$ cat src/rtl/timer_compare.sv
// Memory-mapped 64-bit machine timer: prescaled tick counter, compare register and level irq.
// Define TIMER_CMP_PERIODIC_EN to add the PER register and auto-reload of cmp on match.
module timer_compare #(
    parameter int PRESCALE = 100,
    parameter int PS_W     = 7
) (
    input  logic        clock,
    input  logic        reset,
    input  logic        sel,
    input  logic        we,
    input  logic [31:0] addr,
    input  logic [31:0] din,
    output logic [31:0] dout,
    output logic        irq
);

    localparam logic [PS_W-1:0] PS_MAX = PS_W'(PRESCALE - 1);

    logic [63:0]     cnt_reg;
    logic [63:0]     cmp_reg;
    logic [31:0]     cnt_shadow_reg;
    logic [31:0]     cmp_shadow_reg;
    logic [31:0]     hi_latch_reg;
    logic [PS_W-1:0] ps_reg;
    logic            en_reg;
    logic            ie_reg;
    logic            pend_reg;
    logic            irq_reg;
    logic [31:0]     dout_reg;
    logic            periodic_bit;
    logic [63:0]     per_val;

    logic [2:0]  reg_idx;
    logic        rd_acc;
    logic [7:0]  wsel;
    logic        match;
    logic [31:0] rd_data;

    assign reg_idx = addr[4:2];
    assign rd_acc  = sel & ~we;
    assign match   = en_reg & (cnt_reg >= cmp_reg);

    generate
        for (genvar gi = 0; gi < 8; gi++) begin : g_wsel
            assign wsel[gi] = sel & we & (reg_idx == 3'(gi));
        end
    endgenerate

    // Count register: a committed bus write wins over a same-cycle tick.
    always_ff @(posedge clock or posedge reset) begin
        if (reset) begin
            cnt_reg        <= '0;
            cnt_shadow_reg <= '0;
            ps_reg         <= '0;
        end else begin
            if (wsel[0])
                cnt_shadow_reg <= din;
            if (wsel[1]) begin
                cnt_reg <= {din, cnt_shadow_reg};
                ps_reg  <= '0;
            end else if (!en_reg) begin
                ps_reg <= '0;
            end else if (ps_reg == PS_MAX) begin
                ps_reg  <= '0;
                cnt_reg <= cnt_reg + 64'd1;
            end else begin
                ps_reg <= ps_reg + 1'b1;
            end
        end
    end

`ifdef TIMER_CMP_PERIODIC_EN
    logic [63:0] per_reg;
    logic [31:0] per_shadow_reg;
    logic        periodic_reg;

    always_ff @(posedge clock or posedge reset) begin
        if (reset) begin
            per_reg        <= '0;
            per_shadow_reg <= '0;
            periodic_reg   <= 1'b0;
        end else begin
            if (wsel[5])
                per_shadow_reg <= din;
            if (wsel[6])
                per_reg <= {din, per_shadow_reg};
            if (wsel[4])
                periodic_reg <= din[3];
        end
    end

    assign periodic_bit = periodic_reg;
    assign per_val      = per_reg;

    // Advancing cmp together with PEND makes each period fire exactly once.
    always_ff @(posedge clock or posedge reset) begin
        if (reset) begin
            cmp_reg        <= '1;
            cmp_shadow_reg <= '0;
        end else begin
            if (wsel[2])
                cmp_shadow_reg <= din;
            if (wsel[3])
                cmp_reg <= {din, cmp_shadow_reg};
            else if (match && periodic_reg)
                cmp_reg <= cmp_reg + per_reg;
        end
    end
`else
    assign periodic_bit = 1'b0;
    assign per_val      = '0;

    always_ff @(posedge clock or posedge reset) begin
        if (reset) begin
            cmp_reg        <= '1;
            cmp_shadow_reg <= '0;
        end else begin
            if (wsel[2])
                cmp_shadow_reg <= din;
            if (wsel[3])
                cmp_reg <= {din, cmp_shadow_reg};
        end
    end
`endif

    // PEND: a live match always beats a same-cycle write-one-to-clear.
    always_ff @(posedge clock or posedge reset) begin
        if (reset) begin
            en_reg   <= 1'b0;
            ie_reg   <= 1'b0;
            pend_reg <= 1'b0;
            irq_reg  <= 1'b0;
        end else begin
            if (wsel[4]) begin
                en_reg <= din[0];
                ie_reg <= din[1];
            end
            if (match)
                pend_reg <= 1'b1;
            else if (wsel[4] && din[2])
                pend_reg <= 1'b0;
            irq_reg <= pend_reg & ie_reg;
        end
    end

    always_comb begin
        rd_data = '0;
        case (reg_idx)
            3'd0:    rd_data = cnt_reg[31:0];
            3'd1:    rd_data = hi_latch_reg;
            3'd2:    rd_data = cmp_reg[31:0];
            3'd3:    rd_data = hi_latch_reg;
            3'd4:    rd_data = {28'd0, periodic_bit, pend_reg, ie_reg, en_reg};
            3'd5:    rd_data = per_val[31:0];
            3'd6:    rd_data = per_val[63:32];
            default: rd_data = '0;
        endcase
    end

    // LO reads snapshot the upper word so the following HI read cannot tear.
    always_ff @(posedge clock or posedge reset) begin
        if (reset) begin
            dout_reg     <= '0;
            hi_latch_reg <= '0;
        end else if (rd_acc) begin
            dout_reg <= rd_data;
            if (reg_idx == 3'd0)
                hi_latch_reg <= cnt_reg[63:32];
            else if (reg_idx == 3'd2)
                hi_latch_reg <= cmp_reg[63:32];
        end
    end

    assign dout = dout_reg;
    assign irq  = irq_reg;

    logic unused_addr_bits;
    assign unused_addr_bits = &{1'b0, addr[31:5], addr[1:0]};

endmodule

$ cat config.mk
export PLATFORM = sky130hd
export DESIGN_NAME = timer_compare
export DESIGN_NICKNAME = d
export VERILOG_FILES = /design/src/rtl/timer_compare.sv
export SDC_FILE = /design/constraint.sdc
export NUM_CORES = 1
export LEC_CHECK = 0
export ABC_AREA = 1
export BUFFER_PORTS_ARGS = -buffer_cell sky130_fd_sc_hd__buf_2
export CORE_MARGIN = 1.5
export CORE_UTILIZATION = 45
export DETAILED_ROUTE_END_ITERATION = 16
export HOLD_SLACK_MARGIN = 0.06
export MAX_ROUTING_LAYER = met4
export PLACE_DENSITY_LB_ADDON = 0.12
export SLEW_MARGIN = 20
export SYNTH_ARGS = -nofsm -noshare
export SYNTH_HDL_FRONTEND = slang
export SYNTH_SLANG_ARGS = --single-unit
$ cat constraint.sdc
create_clock -name clock -period 8.6 [get_ports clock]
set_input_delay 0.43 -clock clock [delete_from_list [all_inputs] [get_ports clock]]
set_output_delay 0.43 -clock clock [all_outputs]
set_load 0.01 [all_outputs]
==> results of run 1 <==
-- metrics by stage --
stage	cell area, um^2	hold WS, ns	cells	util [%]	setup slack [ns]
2_1_floorplan	14700	0.433	1875	-	0.922
3_3_place_gp	15400	0.445	2326	47.7	5.26
3_5_place_dp	15400	0.455	2326	47.7	5.26
4_1_cts	16400	0.0832	2382	50.6	5.76
5_1_grt	16400	0.0856	2382	50.6	5.58
6_report	16400	0.0190	2382	50.6	5.76
-- area by class of cell --
class,count,area (um^2),area share [%]
Multi-Input combinational cell,1334,6910,42.2
Sequential cell,267,6760,41.3
Clock buffer,55,926,5.66
Inverter,202,766,4.68
Tap cell,442,553,3.38
Timing Repair Buffer,81,443,2.71
Clock inverter,1,5.00,0.0306
-- critical path, stage by stage (launching register included) --
cell,delay (ns)
dfrtp_1,0.36
ha_1,0.22
inv_1,0.07
nor3_2,0.20
nand4_2,0.27
clkinv_1,0.12
nand2_2,0.29
inv_2,0.83
o21ai_0,0.21
o211ai_1,0.14
-- cell families after synthesis --
logic type      Yosys count  share of synthesized area (%)
buf+inv                 274                           7.28
compound gates          328                           12.8
mux                       1                         0.0765
simple gates            882                           24.9
xor+xnor                 57                           3.39
flops                   267                           45.9
fa+ha+maj                66                           5.61
-- path summary, 6_finish.rpt --
| kind | startpoint | end | slack (ns) | cells after the start |
|---|---|---|---|---|
| hold reg to reg | ps_reg[0] | ps_reg[0] | 0.46 | 1 |
| hold / removal | reset | dout[11] | 0.02 | 2 |
| min in group clock | din[17] | cnt_reg[49] | 0.11 | 3 |
| max in group asynchronous | reset | cmp_shadow_reg[20] | 7.27 | 3 |
| setup reg to reg | ps_reg[0] | cnt_reg[24] | 5.76 | 9 |
| setup / recovery | ps_reg[0] | cnt_reg[24] | 5.76 | 9 |
-- layer usage --
layer  vias to the layer above  part of all wire, %  GRT usage [%]
li1                       6164                    -              -
met1                      6082                   49           40.5
met2                       288                   43           41.6
met3                        55                  5.1           3.55
met4                         0                  2.0           6.16
met5                         -                    0              -
-- cells in the mapped netlist, types with 2 or more instances --
| cell type | number |
|---|---|
| buf_4 | 3 |
| buf_2 | 19 |
| o21bai_1 | 2 |
| a31oi_1 | 34 |
| dfrtp_1 | 203 |
| clkbuf_1 | 49 |
| dfstp_2 | 64 |
| xor2_1 | 38 |
| a21oi_1 | 74 |
| ha_1 | 66 |
| nand2_2 | 10 |
| nor3_1 | 15 |
| nand2_1 | 531 |
| nor3b_1 | 2 |
| nand3b_1 | 2 |
| xnor2_1 | 19 |
| a221oi_1 | 20 |
| nor2_1 | 208 |
| nor3_2 | 7 |
| o22ai_1 | 20 |
| o21ai_1 | 14 |
| clkinv_1 | 2 |
| nand3_2 | 3 |
| nor2_4 | 7 |
| o21ai_0 | 127 |
| o2111ai_1 | 3 |
| inv_2 | 7 |
| inv_1 | 193 |
| o211ai_1 | 25 |
| a21o_1 | 6 |
| o221ai_1 | 2 |
| nor2_2 | 14 |
| nand4_1 | 17 |
| nand3_1 | 62 |
-- power groups by stage --
stage	registers [mW]	clock network [mW]	logic, mW
final	1.81	1.23	0.844
after detailed placement	1.83	0	0.845
after CTS	1.81	1.25	0.850
after global placement	1.82	0	0.822
after floorplan	1.76	0	0.618
after global routing	1.85	1.31	0.979
==> results_dict.tcl, run 1 <==
set metrics [dict create \
    outcome "finished, final reports clean" \
    clk_latency_ns 0.57 \
    netlist_area_um2 14700 \
    synth_cell_types 41 \
    detail_route.wl_per_cell_um 18.9 \
    area_growth_pct 11.2 \
    synth_top_area_cell "dfrtp_1" \
    synthArstFlopShare_pct 100 \
    clock_sinks 267 \
    maxCapViolCount 0 \
    die-width_um 184 \
    numCtsBuffers 30 \
    dr.pass1.iters 5 \
    nFillCells 3244 \
    worstMarginPinSlew_ns 1.03 \
    rsz0062_at_grt "no" \
    fp.dieH_um 184 \
    grt.total_usage_pct 27.9 \
    worst_setup_path_start_kind "register" \
    critPathArrivalTime_ns 3.30 \
    ios 101 \
    relSlewSlack_pct 31.7 \
    p_int_mw 2.61 \
    cts.path.max_buffers 3 \
    worstSetupEndpointType "register" \
    synth_top_area_share_pct 34.5 \
    synth_warnings 0 \
    power_density_nw_per_um2 237 \
    ctsResizeCount 0 \
    cts_htree_levels 1 \
    crit_fanout 47 \
    hpwlAfterDp_mm 32.3 \
    synth_ff_type "dfrtp_1" \
    layout_commonest_cell "nand2_1" \
    finalCriticalPeriod_ns 2.84 \
    cts_setup_buffers 0 \
    drive_above_1_share_pct 12.3 \
    hold_viol 0 \
    final_nets 2050 \
    fin_total_pwr_mw 3.88 \
    start_util_pct 45.5 \
    p_seq_share_pct 46.7 \
    max_freq_ghz 0.352 \
    overflow 0 \
    cts_tree "done" \
    cts_hold_buf 0 \
    diodes 0 \
    grt_pass1_vias 11800 \
    grt_pass1_wl_mm 69.7 \
    seq_area_frac_synth_pct 45.9 \
    drc 0 \
    drt_iter0_drc 931 \
    grt_start_max_net_pins 139 \
    worstPathRequired_ns 9.06 \
    finalMaxSlewViolations 0 \
    clkSlewWorstSetupHoldPaths_ns 0.06 \
    num_vias 12600 \
    die_area_um2 33800 \
    power_frac_clock_pct 31.6 \
    final_cell_mix "528 x nand2_1, 208 x nor2_1, 203 x dfrtp_1" \
    critPathKind "register to register" \
    grt_antenna_before_repair 1 \
    skew_ns 0.0171 \
    postSynthAreaPerCell_um2 7.85 \
    combPwrFrac_pct 21.7 \
    sw_frac_of_total_pct 32.7 \
    num_rows 66 \
    p_switching_mw 1.27 \
    viasPerCell 5.29 \
    synth_edf_count 0 \
    synthCells 1875 \
    finalSetupViolCount 0 \
    cts_root_buf "clkbuf_16" \
    syn_nets 2009 \
    max-vdd-ir-drop_uv 160 \
    core_area_um2 32400 \
    min_period_over_period_pct 33.1 \
    gp_congestion 0.939 \
    leakage_nw 7.67 \
    fin_tns_setup_ns 0 \
    ant_nets 0 \
    min_path_type "input port to asynchronous set/reset pin" \
    portBuffers 71 \
    synth.area.top_cells "dfrtp_1 35%, nand2_1 14%, dfstp_2 11%" \
    ys_seq_elements 267 \
    finalWirelength_mm 45.0 \
]
Note: power is estimated with default switching activity, not from simulation.
==> inputs of run 2 (changes only) <==
--- a/config.mk
+++ b/config.mk
@@ -5,7 +5,7 @@
 export SDC_FILE = /design/constraint.sdc
 export NUM_CORES = 1
 export LEC_CHECK = 0
-export ABC_AREA = 1
+export ABC_AREA = 0
 export BUFFER_PORTS_ARGS = -buffer_cell sky130_fd_sc_hd__buf_2
 export CORE_MARGIN = 1.5
 export CORE_UTILIZATION = 45
==> constraint.sdc (replaced) <==
create_clock -name clock -period 3 [get_ports clock]
set_input_delay 0.15 -clock clock [delete_from_list [all_inputs] [get_ports clock]]
set_output_delay 0.15 -clock clock [all_outputs]
set_load 0.01 [all_outputs]
==> results_dict.tcl, run 2 <==
set metrics [dict create \
    outcome "finished, final reports clean" \
    hold_depth 4 \
    synth_cell_types 51 \
    ios 101 \
    die-width_um 177 \
    critPathArrivalTime_ns 3.11 \
    netlist_area_um2 13600 \
    setup_slack_ns 0.314 \
    maxCapViolCount 0 \
    synth_top_area_share_pct 37.3 \
    r2r_slack_ns 0.31 \
    clk_latency_ns 0.56 \
    synth_ff_type "dfrtp_1" \
    gp_congestion 0.838 \
    grt.total_usage_pct 23.4 \
    overflow 0 \
    combPwrFrac_pct 21.7 \
    synth.area.top_cells "dfrtp_1 37%, dfstp_2 12%, ha_1 6.1%" \
    syn_nets 1520 \
    hold_viol 0 \
    drc 0 \
    crit_fanout 8 \
    die_area_um2 31300 \
    finalMaxSlewViolations 0 \
    post-route-util_pct 53.8 \
    cts_htree_levels 1 \
    max_freq_ghz 0.372 \
    grt_pass1_vias 9880 \
    relSlewSlack_pct 32.7 \
    power_density_nw_per_um2 763 \
    seq_area_frac_synth_pct 49.7 \
    worstMarginPinSlew_ns 1.01 \
    p_int_mw 8.54 \
    worstSetupEndpointType "register" \
    postSynthAreaPerCell_um2 9.82 \
    cp_slowest_stage_delay_ns 0.68 \
    finalCriticalPeriod_ns 2.69 \
    hp-start "addr[4]" \
    clkSlewWorstSetupHoldPaths_ns 0.06 \
    synthTopCellsByCount "203 x dfrtp_1, 193 x nand2_1, 153 x o21ai_0, 102 x nor2_1, 96 x a21oi_1" \
    place_area_um2 14500 \
    fin_tns_setup_ns 0 \
    clock_sinks 267 \
    num_vias 10200 \
    finalSetupViolCount 0 \
    ant_nets 0 \
    area_growth_pct 17.6 \
    drive_above_1_share_pct 20.6 \
    sw_frac_of_total_pct 30.0 \
    skew_ns 0.00943 \
    dp_slack_ns 0.378 \
    synth_most_common_cell "dfrtp_1" \
    grt_pass1_wl_mm 55.6 \
    num_rows 63 \
    min_period_over_period_pct 89.5 \
    critPathKind "register to register" \
    crit_family "simple AND/OR/NAND/NOR gates" \
    slowest_stage "or3_1" \
    viasPerCell 5.37 \
    cts.path.max_buffers 3 \
    finalWirelength_mm 34.2 \
    power_frac_clock_pct 34.9 \
    worst_setup_path_start_kind "register" \
    synthArstFlopShare_pct 100 \
    final_nets 1617 \
    final_cell_mix "203 x dfrtp_1, 193 x nand2_1, 153 x o21ai_0" \
    core_area_um2 29700 \
    critical_path_buf_inv_count 0 \
    worstPathRequired_ns 3.42 \
    rsz0062_at_grt "no" \
    rr_startpoint "ps_reg[0]" \
    fin_area_um2 16000 \
    layout_commonest_cell "dfrtp_1" \
    crit_chain "ha_1 > and4b_1 > nand4_1 > or3_1 > nor4_1 > xnor2_1 > o21ai_1" \
    diodes 0 \
    cts_tree "done" \
    rr_worst_depth 7 \
    synth_top_area_cell "dfrtp_1" \
    leakage_nw 6.84 \
    timing.rr.end "cnt_reg[33]" \
    post-place-cells 1805 \
    stdcell_count 1897 \
    synthCells 1386 \
    min_path_type "input port to register" \
    portBuffers 71 \
    grt_antenna_before_repair 0 \
    max-vdd-ir-drop_uv 408 \
    p_switching_mw 3.66 \
    synth_edf_count 0 \
    synth_warnings 0 \
    drt_iter0_drc 545 \
    min_to "dout[0]" \
    fp.dieH_um 177 \
    cts_setup_buffers 0 \
    hpwlAfterDp_mm 22.4 \
    detail_route.wl_per_cell_um 18.0 \
    p_seq_share_pct 43.4 \
    dr.pass1.iters 4 \
    numCtsBuffers 30 \
    ys_seq_elements 267 \
    cts_root_buf "clkbuf_16" \
    start_util_pct 45.8 \
    grt_start_max_net_pins 173 \
]
run 2: cell count changes in the layout (fill, tap and decap cells not counted), sizes merged, moves of 21 or more:
cell	previous run	this run
nand3	65	32
inv	201	68
mux2i	0	65
mux2	1	67
o21ai	141	162
nor2	229	102
a21oi	74	96
a31oi	34	2
dlygate4sd3	0	36
o211ai	25	1
nand2	541	193
run 2: cell families (layout without fill, tap and decap cells):
group / after synthesis / count (layout) / synth area share (%)
fa+ha+maj: 66 / 66 / 6.07
compound gates: 284 / 284 / 11.1
buf+inv: 139 / 260 / 3.95
simple gates: 432 / 432 / 14.6
xor+xnor: 66 / 66 / 4.25
flops: 267 / 267 / 49.7
mux: 132 / 132 / 10.3
run 2: worst max path at each step:
stage                          from                end  slack (ns)  depth (start not counted)
after floorplan               reset  cmp_shadow_reg[0]       -0.62                          1
after global placement    ps_reg[0]        cnt_reg[33]        0.43                          7
after detailed placement  ps_reg[0]        cnt_reg[33]        0.38                          7
after CTS                 ps_reg[0]        cnt_reg[33]        0.36                          7
after global routing      ps_reg[0]        cnt_reg[33]         0.1                          7
final                     ps_reg[0]        cnt_reg[33]        0.31                          7
run 2: what timing repair did:
item	CTS	global route
hold buffers	36	0
resized for setup	0	0
hold endpoints to repair	334	0
run 2: layer usage:
layer  vias to the layer above  share of wire (%)  global-route usage (%)
met5                         -                  0                       -
met4                         0                1.8                    4.91
met3                        38                3.3                    2.43
met2                       165                 44                    35.0
met1                      4986                 51                    34.6
li1                       4991                  -                       -
run 2: area by class of cell:
cell class                      count  area [um^2]
Inverter                           68          259
Clock buffer                       38          862
Multi-Input combinational cell    980         6350
Timing Repair Buffer              136          983
Fill cell                        2725        13700
Sequential cell                   267         6760
Clock inverter                     18          300
Tap cell                          390          488
run 2: power by group through the flow:
stage / logic (mW) / registers [mW] / clock network [mW]
4_1_cts: 2.67 / 5.29 / 4.36
6_report: 2.65 / 5.29 / 4.26
3_3_place_gp: 2.56 / 5.31 / 0
2_1_floorplan: 1.87 / 5.20 / 0
3_5_place_dp: 2.61 / 5.34 / 0
5_1_grt: 3.06 / 5.43 / 4.50
run 2: tightest hold or removal path, stage by stage:
cell and delay, ns:
buf_2 0.16, nor2_1 0.11, a21oi_1 0.05, o21ai_0 0.14
run 2: through the flow:
step                      total power, mW  hold slack [ns]
after floorplan                      7.06            0.259
after global placement               7.87            0.407
after detailed placement             7.95            0.409
after CTS                            12.3           0.0668
after global routing                 13.0            0.140
final                                12.2           0.0982
